### src/rtl/divider_host_pkg.sv
// Shared definitions for the divider host port: default parameters, FSM
// state encodings and the byte-count helper.
package divider_host_pkg;

    localparam int unsigned DEFAULT_WIDTH          = 16;
    localparam int unsigned DEFAULT_TIMEOUT_CYCLES = 1024;

    // FSM state encodings
    localparam int unsigned STATE_W = 3;
    typedef logic [STATE_W-1:0] hostState_t;

    localparam logic [2:0] ST_IDLE      = 3'd0;
    localparam logic [2:0] ST_SEND_REQ  = 3'd1;
    localparam logic [2:0] ST_SEND_GAP  = 3'd2;
    localparam logic [2:0] ST_WAIT_FULL = 3'd3;
    localparam logic [2:0] ST_RECV_REQ  = 3'd4;
    localparam logic [2:0] ST_RECV_GAP  = 3'd5;
    localparam logic [2:0] ST_RESP      = 3'd6;

    // Bytes moved in each direction: two operands in, two results out.
    function automatic int unsigned nBytes(input int unsigned width);
        return (2 * width) / 8;
    endfunction

endpackage

### src/rtl/divider_host_watchdog.sv
// Per-state watchdog for the divider host port.
// Ports: clk, reset (sync, active-high), clear (restart count),
//        enable (count this cycle), expired (registered; high once the
//        current state has been occupied for TIMEOUT_CYCLES cycles).
module divider_host_watchdog
    import divider_host_pkg::*;
#(
    parameter int unsigned TIMEOUT_CYCLES = DEFAULT_TIMEOUT_CYCLES
) (
    input  logic clk,
    input  logic reset,
    input  logic clear,
    input  logic enable,
    output logic expired
);

    localparam int unsigned CNT_W = $clog2(TIMEOUT_CYCLES);
    localparam logic [CNT_W-1:0] LIMIT = CNT_W'(TIMEOUT_CYCLES - 1);

    logic [CNT_W-1:0] count;
    logic [CNT_W-1:0] countNext;

    // Count saturates at LIMIT so a stuck state cannot wrap the watchdog.
    always_comb begin
        countNext = count;
        if (clear) begin
            countNext = '0;
        end else if (enable && (count != LIMIT)) begin
            countNext = count + CNT_W'(1);
        end
    end

    // expired is registered, so it lands on the edge the count reaches LIMIT
    // and the FSM acts on it one edge later: TIMEOUT_CYCLES cycles in state.
    always_ff @(posedge clk) begin
        if (reset) begin
            count   <= '0;
            expired <= 1'b0;
        end else begin
            count   <= countNext;
            expired <= enable && !clear && (countNext == LIMIT);
        end
    end

endmodule

### src/rtl/divider_host_port.sv
// Host-side initiator for the restoring divider's byte-serial interface.
// Ports: clk/reset (sync, active-high); req_valid/req_ready/dividend/divisor
//        request side; rsp_valid/rsp_ready/quotient/remainder/error response
//        side; StartData/DataIn/ReadyToAccept byte input handshake;
//        OutBuffFull/ReceiveData/Valid/DataOut result drain handshake.
module divider_host_port
    import divider_host_pkg::*;
#(
    parameter int unsigned WIDTH          = DEFAULT_WIDTH,
    parameter int unsigned TIMEOUT_CYCLES = DEFAULT_TIMEOUT_CYCLES
) (
    input  logic             clk,
    input  logic             reset,
    input  logic             req_valid,
    output logic             req_ready,
    input  logic [WIDTH-1:0] dividend,
    input  logic [WIDTH-1:0] divisor,
    output logic             rsp_valid,
    input  logic             rsp_ready,
    output logic [WIDTH-1:0] quotient,
    output logic [WIDTH-1:0] remainder,
    output logic             error,
    output logic             StartData,
    output logic [7:0]       DataIn,
    input  logic             ReadyToAccept,
    input  logic             OutBuffFull,
    output logic             ReceiveData,
    input  logic             Valid,
    input  logic [7:0]       DataOut
);

    localparam int unsigned NBYTES  = nBytes(WIDTH);
    localparam int unsigned CNT_W   = $clog2(NBYTES + 1);
    localparam int unsigned SHIFT_W = 2 * WIDTH;

    hostState_t       state, stateNext;
    logic [CNT_W-1:0] byteCount, byteCountNext;
    logic [SHIFT_W-1:0] txShift, txShiftNext;
    logic [SHIFT_W-1:0] rxShift, rxShiftNext;
    logic [7:0]       dataInNext;
    logic [WIDTH-1:0] quotientNext, remainderNext;
    logic             errorNext;
    logic             wdEnable, wdClear, wdExpired;

    // Watchdog runs only while waiting on the divider.
    assign wdEnable = (state == ST_SEND_REQ) || (state == ST_SEND_GAP) ||
                      (state == ST_WAIT_FULL) || (state == ST_RECV_REQ) ||
                      (state == ST_RECV_GAP);
    assign wdClear  = (stateNext != state);

    divider_host_watchdog #(
        .TIMEOUT_CYCLES(TIMEOUT_CYCLES)
    ) uWatchdog (
        .clk    (clk),
        .reset  (reset),
        .clear  (wdClear),
        .enable (wdEnable),
        .expired(wdExpired)
    );

    // Next-state and next-value logic for all registered state and outputs.
    always_comb begin
        stateNext     = state;
        byteCountNext = byteCount;
        txShiftNext   = txShift;
        rxShiftNext   = rxShift;
        dataInNext    = DataIn;
        quotientNext  = quotient;
        remainderNext = remainder;
        errorNext     = error;

        case (state)
            ST_IDLE: begin
                if (req_valid) begin
                    stateNext     = ST_SEND_REQ;
                    txShiftNext   = {dividend, divisor};
                    byteCountNext = '0;
                    errorNext     = 1'b0;
                    dataInNext    = dividend[WIDTH-1 -: 8];
                end
            end
            ST_SEND_REQ: begin
                if (ReadyToAccept) begin
                    stateNext     = ST_SEND_GAP;
                    byteCountNext = byteCount + CNT_W'(1);
                end
            end
            ST_SEND_GAP: begin
                if (!ReadyToAccept) begin
                    if (byteCount == CNT_W'(NBYTES)) begin
                        byteCountNext = '0;
                        stateNext     = ST_WAIT_FULL;
                    end else begin
                        txShiftNext = txShift << 8;
                        dataInNext  = txShift[SHIFT_W-9 -: 8];
                        stateNext   = ST_SEND_REQ;
                    end
                end
            end
            ST_WAIT_FULL: begin
                if (OutBuffFull) begin
                    stateNext = ST_RECV_REQ;
                end
            end
            ST_RECV_REQ: begin
                if (Valid) begin
                    rxShiftNext   = {rxShift[SHIFT_W-9:0], DataOut};
                    byteCountNext = byteCount + CNT_W'(1);
                    stateNext     = ST_RECV_GAP;
                end
            end
            ST_RECV_GAP: begin
                if (!Valid) begin
                    if (byteCount == CNT_W'(NBYTES)) begin
                        quotientNext  = rxShift[SHIFT_W-1 -: WIDTH];
                        remainderNext = rxShift[WIDTH-1:0];
                        stateNext     = ST_RESP;
                    end else begin
                        stateNext = ST_WAIT_FULL;
                    end
                end
            end
            ST_RESP: begin
                if (rsp_ready) begin
                    stateNext = ST_IDLE;
                end
            end
            default: begin
                stateNext = ST_IDLE;
            end
        endcase

        // Watchdog overrides any divider-side progress in the same cycle.
        if (wdExpired) begin
            stateNext     = ST_RESP;
            errorNext     = 1'b1;
            quotientNext  = '0;
            remainderNext = '0;
        end
    end

    // State and output registers; handshake strobes follow the next state.
    always_ff @(posedge clk) begin
        if (reset) begin
            state       <= ST_IDLE;
            byteCount   <= '0;
            txShift     <= '0;
            rxShift     <= '0;
            req_ready   <= 1'b1;
            rsp_valid   <= 1'b0;
            error       <= 1'b0;
            StartData   <= 1'b0;
            ReceiveData <= 1'b0;
            DataIn      <= '0;
            quotient    <= '0;
            remainder   <= '0;
        end else begin
            state       <= stateNext;
            byteCount   <= byteCountNext;
            txShift     <= txShiftNext;
            rxShift     <= rxShiftNext;
            req_ready   <= (stateNext == ST_IDLE);
            rsp_valid   <= (stateNext == ST_RESP);
            error       <= errorNext;
            StartData   <= (stateNext == ST_SEND_REQ);
            ReceiveData <= (stateNext == ST_RECV_REQ);
            DataIn      <= dataInNext;
            quotient    <= quotientNext;
            remainder   <= remainderNext;
        end
    end

endmodule

### config.mk
export PLATFORM = sky130hd
export DESIGN_NAME = divider_host_port
export DESIGN_NICKNAME = d
export VERILOG_FILES = /design/src/rtl/divider_host_pkg.sv /design/src/rtl/divider_host_watchdog.sv /design/src/rtl/divider_host_port.sv
export SDC_FILE = /design/constraint.sdc
export NUM_CORES = 1
export LEC_CHECK = 0
export ABC_AREA = 1
export CORE_ASPECT_RATIO = 2
export CORE_MARGIN = 2
export CORE_UTILIZATION = 52
export DETAILED_ROUTE_END_ITERATION = 10
export PLACE_DENSITY = 0.84
export SLEW_MARGIN = 5
export SYNTH_ARGS = -nofsm -noshare
export SYNTH_HDL_FRONTEND = slang
export SYNTH_HIERARCHICAL = 1
export SYNTH_SLANG_ARGS = --single-unit
### constraint.sdc
create_clock -name clk -period 2.5 [get_ports clk]
set_clock_uncertainty 0.05 [all_clocks]
set_input_delay 0.5 -clock clk [delete_from_list [all_inputs] [get_ports clk]]
set_output_delay 0.5 -clock clk [all_outputs]
set_load 0.02 [all_outputs]
# == Word level (Yosys, flattened, before mapping) ==
# Cells that the tools add are included.
# classes
reduce_logical,20
n_mux,30
bitwise_logic,1
eq_ne,19
n_addsub,2
# ops
op,n
$mux 24,3
$pmux 24 s2,1
$mux 3,14
$mux 8,3
$pmux 3 s7,1
$mux 10,2
$eq 3x3->1 const B,6
$pmux 8 s2,1
$pmux 3 s4,1
$add 10x1->10 const B,1
$eq 10x10->1 const B,1
$ne 10x10->1 const B,1
$ne 2x2->1 const B,5
$eq 3x1->1 const B,2
$eq 3x2->1 const B,2
$logic_not 3->1,2
$reduce_and 6->1,1
$reduce_bool 2->1,3
$logic_or 1x1->1,4
$reduce_and 2->1,2
$reduce_and 4->1,1
$reduce_bool 4->1,1
$add 3x1->3 const B,1
$logic_and 1x1->1,3
8 further kinds,10
# word_totals
output_inout_bits,45
in_bits,47
elab_cells,86
register_bits,118

# == Longest topological paths before layout ==
# Gate-level depths: netlist (run 1).
# depth
ltp_word,10
ltp_mapped,17
mapped_depth_nobuf,16

# == Cells and area by module ==
# The synthesis (run 1) kept the hierarchy.
# by_module_without_submodules
module,area_per_inst_um2,instances,cells_each,seq_area_each_um2
divider_host_port,4443.0,1,627,2142.1
divider_host_watchdog,654.4,1,100,220.2

# == Worst setup path before layout (run 1) ==
# No wires, ideal clock.
# synth_path
kind,register to register
start,register state[2]
end,register uWatchdog.expired
required_time_ns,2.386
setup_ns,0.064
t_arrival_ns,1.811
n_path_buf,0
path_slack_ns,0.575
synth_period_minus_slack_ns,1.925
stages_incl_launch_ff,13
path_cell_list,dfxtp_1 inv_2 nand2_4 inv_2 a21oi_1 nand3_1 nor2_4 nand2_1 o21bai_1 nand3_1 nor2_1 nand2_1 nor2_1
# synth_between
elab_chain_cells,10
word_cells_on_any_way,28
classes_between,8 x eq/ne; 11 x mux; 9 x reduce/logical
# synth_rtl
item,line,text
"start, declared",divider_host_port.sv:36,"hostState_t state, stateNext;"
"start signal, assigned",divider_host_port.sv:158,state <= stateNext;
$eq 3x1->1 / $eq 3x2->1 (equally long branches),divider_host_port.sv:46,assign wdEnable = (state == ST_SEND_REQ) || (state == ST_SEND_GAP) ||
$logic_or 1x1->1 (2 in series),divider_host_port.sv:46,
$logic_or 1x1->1,divider_host_port.sv:47,(state == ST_WAIT_FULL) || (state == ST_RECV_REQ) ||
$logic_or 1x1->1 (*),divider_host_port.sv:47,
via wdEnable,divider_host_port.sv:43,"logic wdEnable, wdClear, wdExpired;"
$logic_and 1x1->1,divider_host_watchdog.sv:28,end else if (enable && (count != LIMIT)) begin
$mux 10,divider_host_watchdog.sv:28,
$mux 10,divider_host_watchdog.sv:26,if (clear) begin
$eq 10x10->1,divider_host_watchdog.sv:41,expired <= enable && !clear && (countNext == LIMIT);
$logic_and 1x1->1 (*),divider_host_watchdog.sv:41,
"end signal, assigned",divider_host_watchdog.sv:41,
"end, declared",divider_host_watchdog.sv:14,output logic expired
# Mark *: on every way through the listed nets, which the timed path passes. The rest lies on a longest branch.
# A chain may end at the register's enable or synchronous reset.

# == Final worst setup path (run 1) ==
# layout_path
start,register state[1]
end,register DataIn[7]
# layout_between
elab_chain_cells,3
word_cells_on_any_way,8
classes_between,4 x eq/ne; 1 x mux; 3 x reduce/logical
# layout_rtl
item,line,text
$eq 3x2->1 / $logic_not 3->1 (equally long branches),divider_host_port.sv:72,case (state)
$ne 2x2->1 (no source line) / $reduce_bool 2->1 (equally long branches),n/a,
$reduce_and 4->1 (no source line),n/a,
"end signal, assigned",divider_host_port.sv:167,DataIn <= dataInNext;
"end, declared",divider_host_port.sv:24,"output logic [7:0] DataIn,"
# Parallel ways exist; a longest one is shown, timed or not.

==> results of run 1 <==
==> cell type report <==
class / count / area [sq um]
inverter: 33 / 126
sequential: 118 / 2360
multi-input combinational: 537 / 2380
fill: 768 / 2950
tap: 132 / 165
timing repair buffer: 107 / 1040
clock buffer: 23 / 488
clock inverter: 8 / 121
==> cells in the mapped netlist, drive strengths merged <==
cell type / number
a21oi: 16
buf: 26
clkbuf: 13
dfxtp: 118
ha: 3
inv: 33
nand2: 166
nand3: 38
nand4: 6
nor2: 208
nor3: 4
nor3b: 1
o21ai: 91
o21bai: 1
xnor2: 2
xor2: 1
==> sequential cells by signal, indices dropped and copies added, names as in the netlist <==
register and flops:
DataIn 8, ReceiveData 1, StartData 1, byteCount 3, error 1, quotient 16, remainder 16, req_ready 1
rsp_valid 1, rxShift 32, state 3, txShift 24, uWatchdog/count 10, uWatchdog/expired 1
==> worst min-delay path, stage by stage, from the launching register on <==
cell and delay [ns]:
dfxtp_1 0.30, nand2_1 0.06, a21oi_1 0.05
==> path summary, 6_finish.rpt <==
check	from	to	slack [ns]	cells past startpoint
worst max-delay path	state[1]	DataIn[7]	0.24	8
worst min-delay path	remainder[14]	remainder[14]	0.42	2
worst max register to register	state[1]	DataIn[7]	0.24	8
worst min register to register	remainder[14]	remainder[14]	0.42	2
==> kinds of logic after synthesis <==
group | synth area share, %
AOI/OAI and AO/OA | 11.1
buffers and inverters | 6.95
and+or+nand+nor | 34.4
DFF | 46.3
xor gates and xnor gates | 0.516
adders and majority gates | 0.736
==> power breakdown <==
| part | switching (W) | total [W] | internal (W) |
|---|---|---|---|
| clock | 0.000805 | 0.00247 | 0.00166 |
| sequential | 0.0000691 | 0.00206 | 0.00199 |
| combinational | 0.000388 | 0.000657 | 0.000269 |
| total | 0.00126 | 0.00519 | 0.00392 |
==> repair_timing <==
item,4_1_cts,5_1_grt
setup endpoints to repair,0,1
hold buffers,0,0
resized for setup,0,2
==> layer usage <==
| layer | share of wire (%) | track usage (%) | wire [um] |
|---|---|---|---|
| met1 | 35 | 23.5 | 4540 |
| met2 | 56 | 47.2 | 7220 |
| met3 | 3.8 | 5.85 | 484 |
| met4 | 4.4 | 14.2 | 562 |
| met5 | 0 | 0 | 0 |
==> per-stage QoR <==
| step | util (%) | cells | setup TNS [ns] | area (sq um) |
|---|---|---|---|---|
| detailed placement | 63.1 | 927 | -0.0376 | 6080 |
| finish | 69.4 | 958 | 0 | 6690 |
| floorplan | - | 727 | 0 | 5100 |
| global route | 69.4 | 958 | 0 | 6690 |
| global placement | 63.1 | 927 | 0 | 6080 |
| CTS | 69.4 | 958 | 0 | 6690 |
==> results.py, run 1 <==
metrics = {
    "finish": {
        "layout_common_cells": "nor2_1, nand2_1, dfxtp_1",
        "drive_gt1_share_pct": 8.72,
        "areaGrowthSynthToFinish_pct": 31.2,
        "diodes": 0,
        "layout_commonest_cell": "nor2_1",
        "nets": 864,
    },
    "logic_synthesis": {
        "synth_seq_cells": 118,
        "synth.top_cell.area_share_pct": 46.3,
        "ys_top_cells_by_area": "dfxtp_1, nor2_1, nand2_1, o21ai_0, nand3_1",
        "synth_nets": 777,
        "yosys_warnings": 6,
        "syn_area_per_cell_sq_um": 7.01,
        "yosys.area.top_type": "dfxtp_1",
        "synthesis.area_sq_mm": 0.00510,
        "seq_area_frac_synth_pct": 46.3,
        "yosysUniqueCellTypes": 29,
        "syn_inst": 727,
    },
    "global_routing": {
        "grt_util_all_layers_pct": 25.1,
        "grt_pass1_wl_um": 20600,
        "grt-ovfl-total": 0,
        "grt_pass1_vias": 4804,
        "antenna_found_initial": 0,
        "grt_max_degree": 57,
    },
    "route": {
        "via_per_inst": 5.22,
        "route.detailed.drc": 0,
        "antenna_left": 0,
        "vias": 4999,
        "firstDrtPassIters": 6,
        "wire_per_inst_um": 13.4,
        "wirelength_um": 12800,
        "drt-initial-drc-count": 327,
    },
    "timing": {
        "grt_setup_unrepaired": "false",
        "period_share_pct": 90.4,
        "hold_ws_ns": 0.417,
        "tightestPinTransition_ns": 0.513,
        "slew_headroom_pct": 65.7,
        "max_freq_ghz": 0.443,
        "setup_viol": 0,
        "layout_setup_ws_ns": 0.241,
        "min_period_ns": 2.26,
        "finalHoldViolCount": 0,
        "slew_viol_final": 0,
    },
    "floorplanning": {
        "rows": 51,
        "core_sq_mm": 0.00964,
        "fp.dieH_um": 144,
        "die_w_um": 74.0,
        "io-pin-count": 92,
        "initial_core_util_pct": 52.9,
        "dieArea_sq_mm": 0.0107,
    },
    "power_and_ir_drop": {
        "p_per_area_mw_per_mm2": 775,
        "irDropWorstVdd_uv": 503,
        "leakagePower_nw": 3.04,
        "finalPower_w": 0.00519,
    },
    "critical_path": {
        "cp_cell_sequence": "nand2_1 > nor2_4 > buf_4 > nand2_4 > a21oi_4 > buf_4 > nor2_1 > nor2_1",
        "cp-end-kind": "register",
        "critPathBufInv": 2,
        "crit_slowest_cell": "dfxtp_1",
        "worstSetupPathType": "register to register",
        "cp-start-kind": "register",
        "cp.required_ns": 2.80,
        "crit_family": "flip-flops",
        "arrival_ns": 2.55,
        "cpPeakStageDelay_ns": 0.59,
        "cp_max_fo": 25,
    },
    "placement": {
        "dpl.hpwl_um": 9120,
        "pre_cts_ws_ns": -0.0376,
        "gp_congestion": 0.879,
        "io_buffers": 91,
    },
    "cts": {
        "clk_path_buf_depth": 2,
        "root_buffer": "clkbuf_16",
        "cts_tree": "done",
        "cts_inserted_buffers": 17,
        "cts_setup_buffers": 0,
        "insertion_delay_ns": 0.41,
        "cts_sinks": 118,
        "htreeDepth": 4,
        "clk_pin_slew_ns": 0.05,
    },
    "worst_hold_path": {
        "min_path_type": "register to register",
    },
    "outcome": {
        "status": "completed",
    },
    "job": {
        "drv_cap": 0,
    },
}
Note: power is estimated with default switching activity, not from simulation.
==> run 2, diff against run 1 <==
--- a/config.mk
+++ b/config.mk
@@ -6,12 +6,13 @@
 export NUM_CORES = 1
 export LEC_CHECK = 0
 export ABC_AREA = 1
+export CAP_MARGIN = 20
 export CORE_ASPECT_RATIO = 2
 export CORE_MARGIN = 2
 export CORE_UTILIZATION = 52
 export DETAILED_ROUTE_END_ITERATION = 10
 export PLACE_DENSITY = 0.84
-export SLEW_MARGIN = 5
+export SLEW_MARGIN = 15
 export SYNTH_ARGS = -nofsm -noshare
 export SYNTH_HDL_FRONTEND = slang
 export SYNTH_HIERARCHICAL = 1
==> constraint.sdc (replaced) <==
create_clock -name clk -period 2.15 [get_ports clk]
set_clock_uncertainty 0.05 [all_clocks]
set_input_delay 0.43 -clock clk [delete_from_list [all_inputs] [get_ports clk]]
set_output_delay 0.43 -clock clk [all_outputs]
set_load 0.02 [all_outputs]
==> results.py, run 2 (synthesis gave the netlist of run 1 again) <==
metrics = {
    "cts": {
        "clk_pin_slew_ns": 0.05,
        "cts_sinks": 118,
        "cts_setup_buffers": 0,
        "cts_tree": "done",
        "clk_path_buf_depth": 2,
        "cts_inserted_buffers": 17,
        "insertion_delay_ns": 0.41,
        "root_buffer": "clkbuf_16",
        "htreeDepth": 4,
    },
    "critical_path": {
        "worstSetupPathType": "register to register",
        "cp.required_ns": 2.41,
        "cp_max_fo": 11,
        "crit_slowest_cell": "dfxtp_1",
        "crit_family": "simple AND/OR/NAND/NOR gates",
        "critPathBufInv": 2,
        "cp-start-kind": "register",
        "arrival_ns": 2.41,
        "cp-end-kind": "register",
        "cpPeakStageDelay_ns": 0.39,
        "cp_cell_sequence": "buf_6 > nor2_1 > nand2_1 > nand3_1 > nor2_2 > nand2_1 > nand2_1 > nand2_2 > nand3_4 > clkinvlp_4 > nand4_1 > nor2_1 > nand3_1 > nor2_2",
        "path_common_cell": "nand2_1",
    },
    "route": {
        "via_per_inst": 5.35,
        "vias": 5213,
        "wirelength_um": 14100,
        "route.detailed.drc": 0,
        "drt-initial-drc-count": 357,
        "antenna_left": 0,
        "wire_per_inst_um": 14.5,
        "firstDrtPassIters": 5,
    },
    "global_routing": {
        "grt_pass1_wl_um": 21900,
        "grt_util_all_layers_pct": 26.7,
        "grt-ovfl-total": 0,
        "grt_pass1_vias": 5067,
        "grt_max_degree": 60,
        "antenna_found_initial": 0,
    },
    "finish": {
        "nets": 880,
        "fill_cells": 745,
        "fin_area_sq_mm": 0.00693,
        "layout_commonest_cell": "nor2_1",
        "drive_gt1_share_pct": 12.5,
        "multi_input_area_sq_mm": 0.00245,
        "seqCellArea_sq_mm": 0.00237,
        "diodes": 0,
        "reg_top3": "rxShift: 32 flops, txShift: 24 flops",
        "largest_register_ffs": 32,
        "fin_util_pct": 72.0,
        "layout_common_cells": "nor2_1, nand2_1, dfxtp_1",
        "top_register": "rxShift",
        "areaGrowthSynthToFinish_pct": 36.0,
    },
    "floorplanning": {
        "fp.dieH_um": 144,
        "initial_core_util_pct": 52.9,
        "core_sq_mm": 0.00964,
        "dieArea_sq_mm": 0.0107,
        "die_w_um": 74.0,
        "io-pin-count": 92,
        "rows": 51,
    },
    "timing": {
        "tightestPinTransition_ns": 0.912,
        "slew_headroom_pct": 39.2,
        "slew_viol_final": 0,
        "period_share_pct": 100,
        "layout_setup_ws_ns": -0.000513,
        "min_period_ns": 2.15,
        "finalHoldViolCount": 0,
        "max_freq_ghz": 0.465,
        "setup_viol": 1,
    },
    "power_and_ir_drop": {
        "irDropWorstVdd_uv": 854,
        "leakagePower_nw": 3.15,
        "p_per_area_mw_per_mm2": 906,
    },
    "placement": {
        "dpl.hpwl_um": 9220,
        "io_buffers": 91,
        "place_area_sq_mm": 0.00620,
        "gp_congestion": 0.909,
    },
    "outcome": {
        "violations": "negative setup slack",
        "status": "finished with violations",
    },
    "worst_hold_path": {
        "min_path_type": "register to register",
    },
    "job": {
        "drv_cap": 0,
    },
}
[run 2: cell types whose count changed in the layout (fill, tap and decap cells not counted), sizes merged]
| cell | before | now |
|---|---|---|
| bufinv | 3 | 4 |
| a21oi | 16 | 17 |
| clkbuf | 23 | 24 |
| buf | 16 | 30 |
| clkinvlp | 1 | 2 |
| clkinv | 4 | 2 |
[run 2: repair_timing]
| item | CTS | global route |
|---|---|---|
| pin swaps | 0 | 6 |
| endpoints found under the setup margin | 1 | 36 |
| hold buffers | 0 | 0 |
| resized for setup | 2 | 24 |
| cloned | 0 | 2 |
[run 2: final timing paths]
path	endpoint	slack (ns)	cells after the start	startpoint
hold reg to reg	remainder[14]	0.42	2	remainder[14]
setup reg to reg	uWatchdog/expired	-0.0005	14	state[2]
hold / removal	remainder[14]	0.42	2	remainder[14]
setup / recovery	uWatchdog/expired	-0.0005	14	state[2]
[run 2: power by group]
| part | internal (W) | total [W] | switching (W) |
|---|---|---|---|
| logic | 0.000342 | 0.000838 | 0.000497 |
| registers | 0.00232 | 0.00240 | 0.0000825 |
| clock network | 0.00209 | 0.00305 | 0.000959 |
[run 2: through the flow]
step / setup TNS (ns) / setup slack [ns] / std cells / power [W] / hold slack (ns)
6_report: -0.000513 / -0.000513 / 974 / 0.00628 / 0.416
5_1_grt: -0.104 / -0.0893 / 974 / 0.00652 / 0.431
4_1_cts: 0 / 0.00233 / 972 / 0.00625 / 0.413
3_5_place_dp: -5.02 / -0.308 / 941 / 0.00321 / 0.404
3_3_place_gp: -1.18 / -0.146 / 941 / 0.00317 / 0.394
2_1_floorplan: 0 / 0.225 / 727 / 0.00295 / 0.379
[run 2: final cells by class]
type,instances,share of cell area [%]
Timing Repair inverter,1,0.108
Timing Repair Buffer,121,16.9
Sequential cell,118,34.2
Clock buffer,24,7.24
Inverter,33,1.86
Clock inverter,7,2.04
Multi-Input combinational cell,538,35.3
Tap cell,132,2.38
[run 2: routing by layer]
| layer | global-route usage [%] | up-vias | wire, um |
|---|---|---|---|
| li1 | - | 2510 | - |
| met1 | 24.9 | 2420 | 4940 |
| met2 | 49.1 | 223 | 7820 |
| met3 | 7.53 | 60 | 666 |
| met4 | 16.4 | 0 | 709 |
| met5 | 0 | - | 0 |
[run 2: worst min-delay path, stage by stage (launching register included)]
cell and delay [ns]:
dfxtp_1 0.31, nand2_1 0.06, a21oi_1 0.05
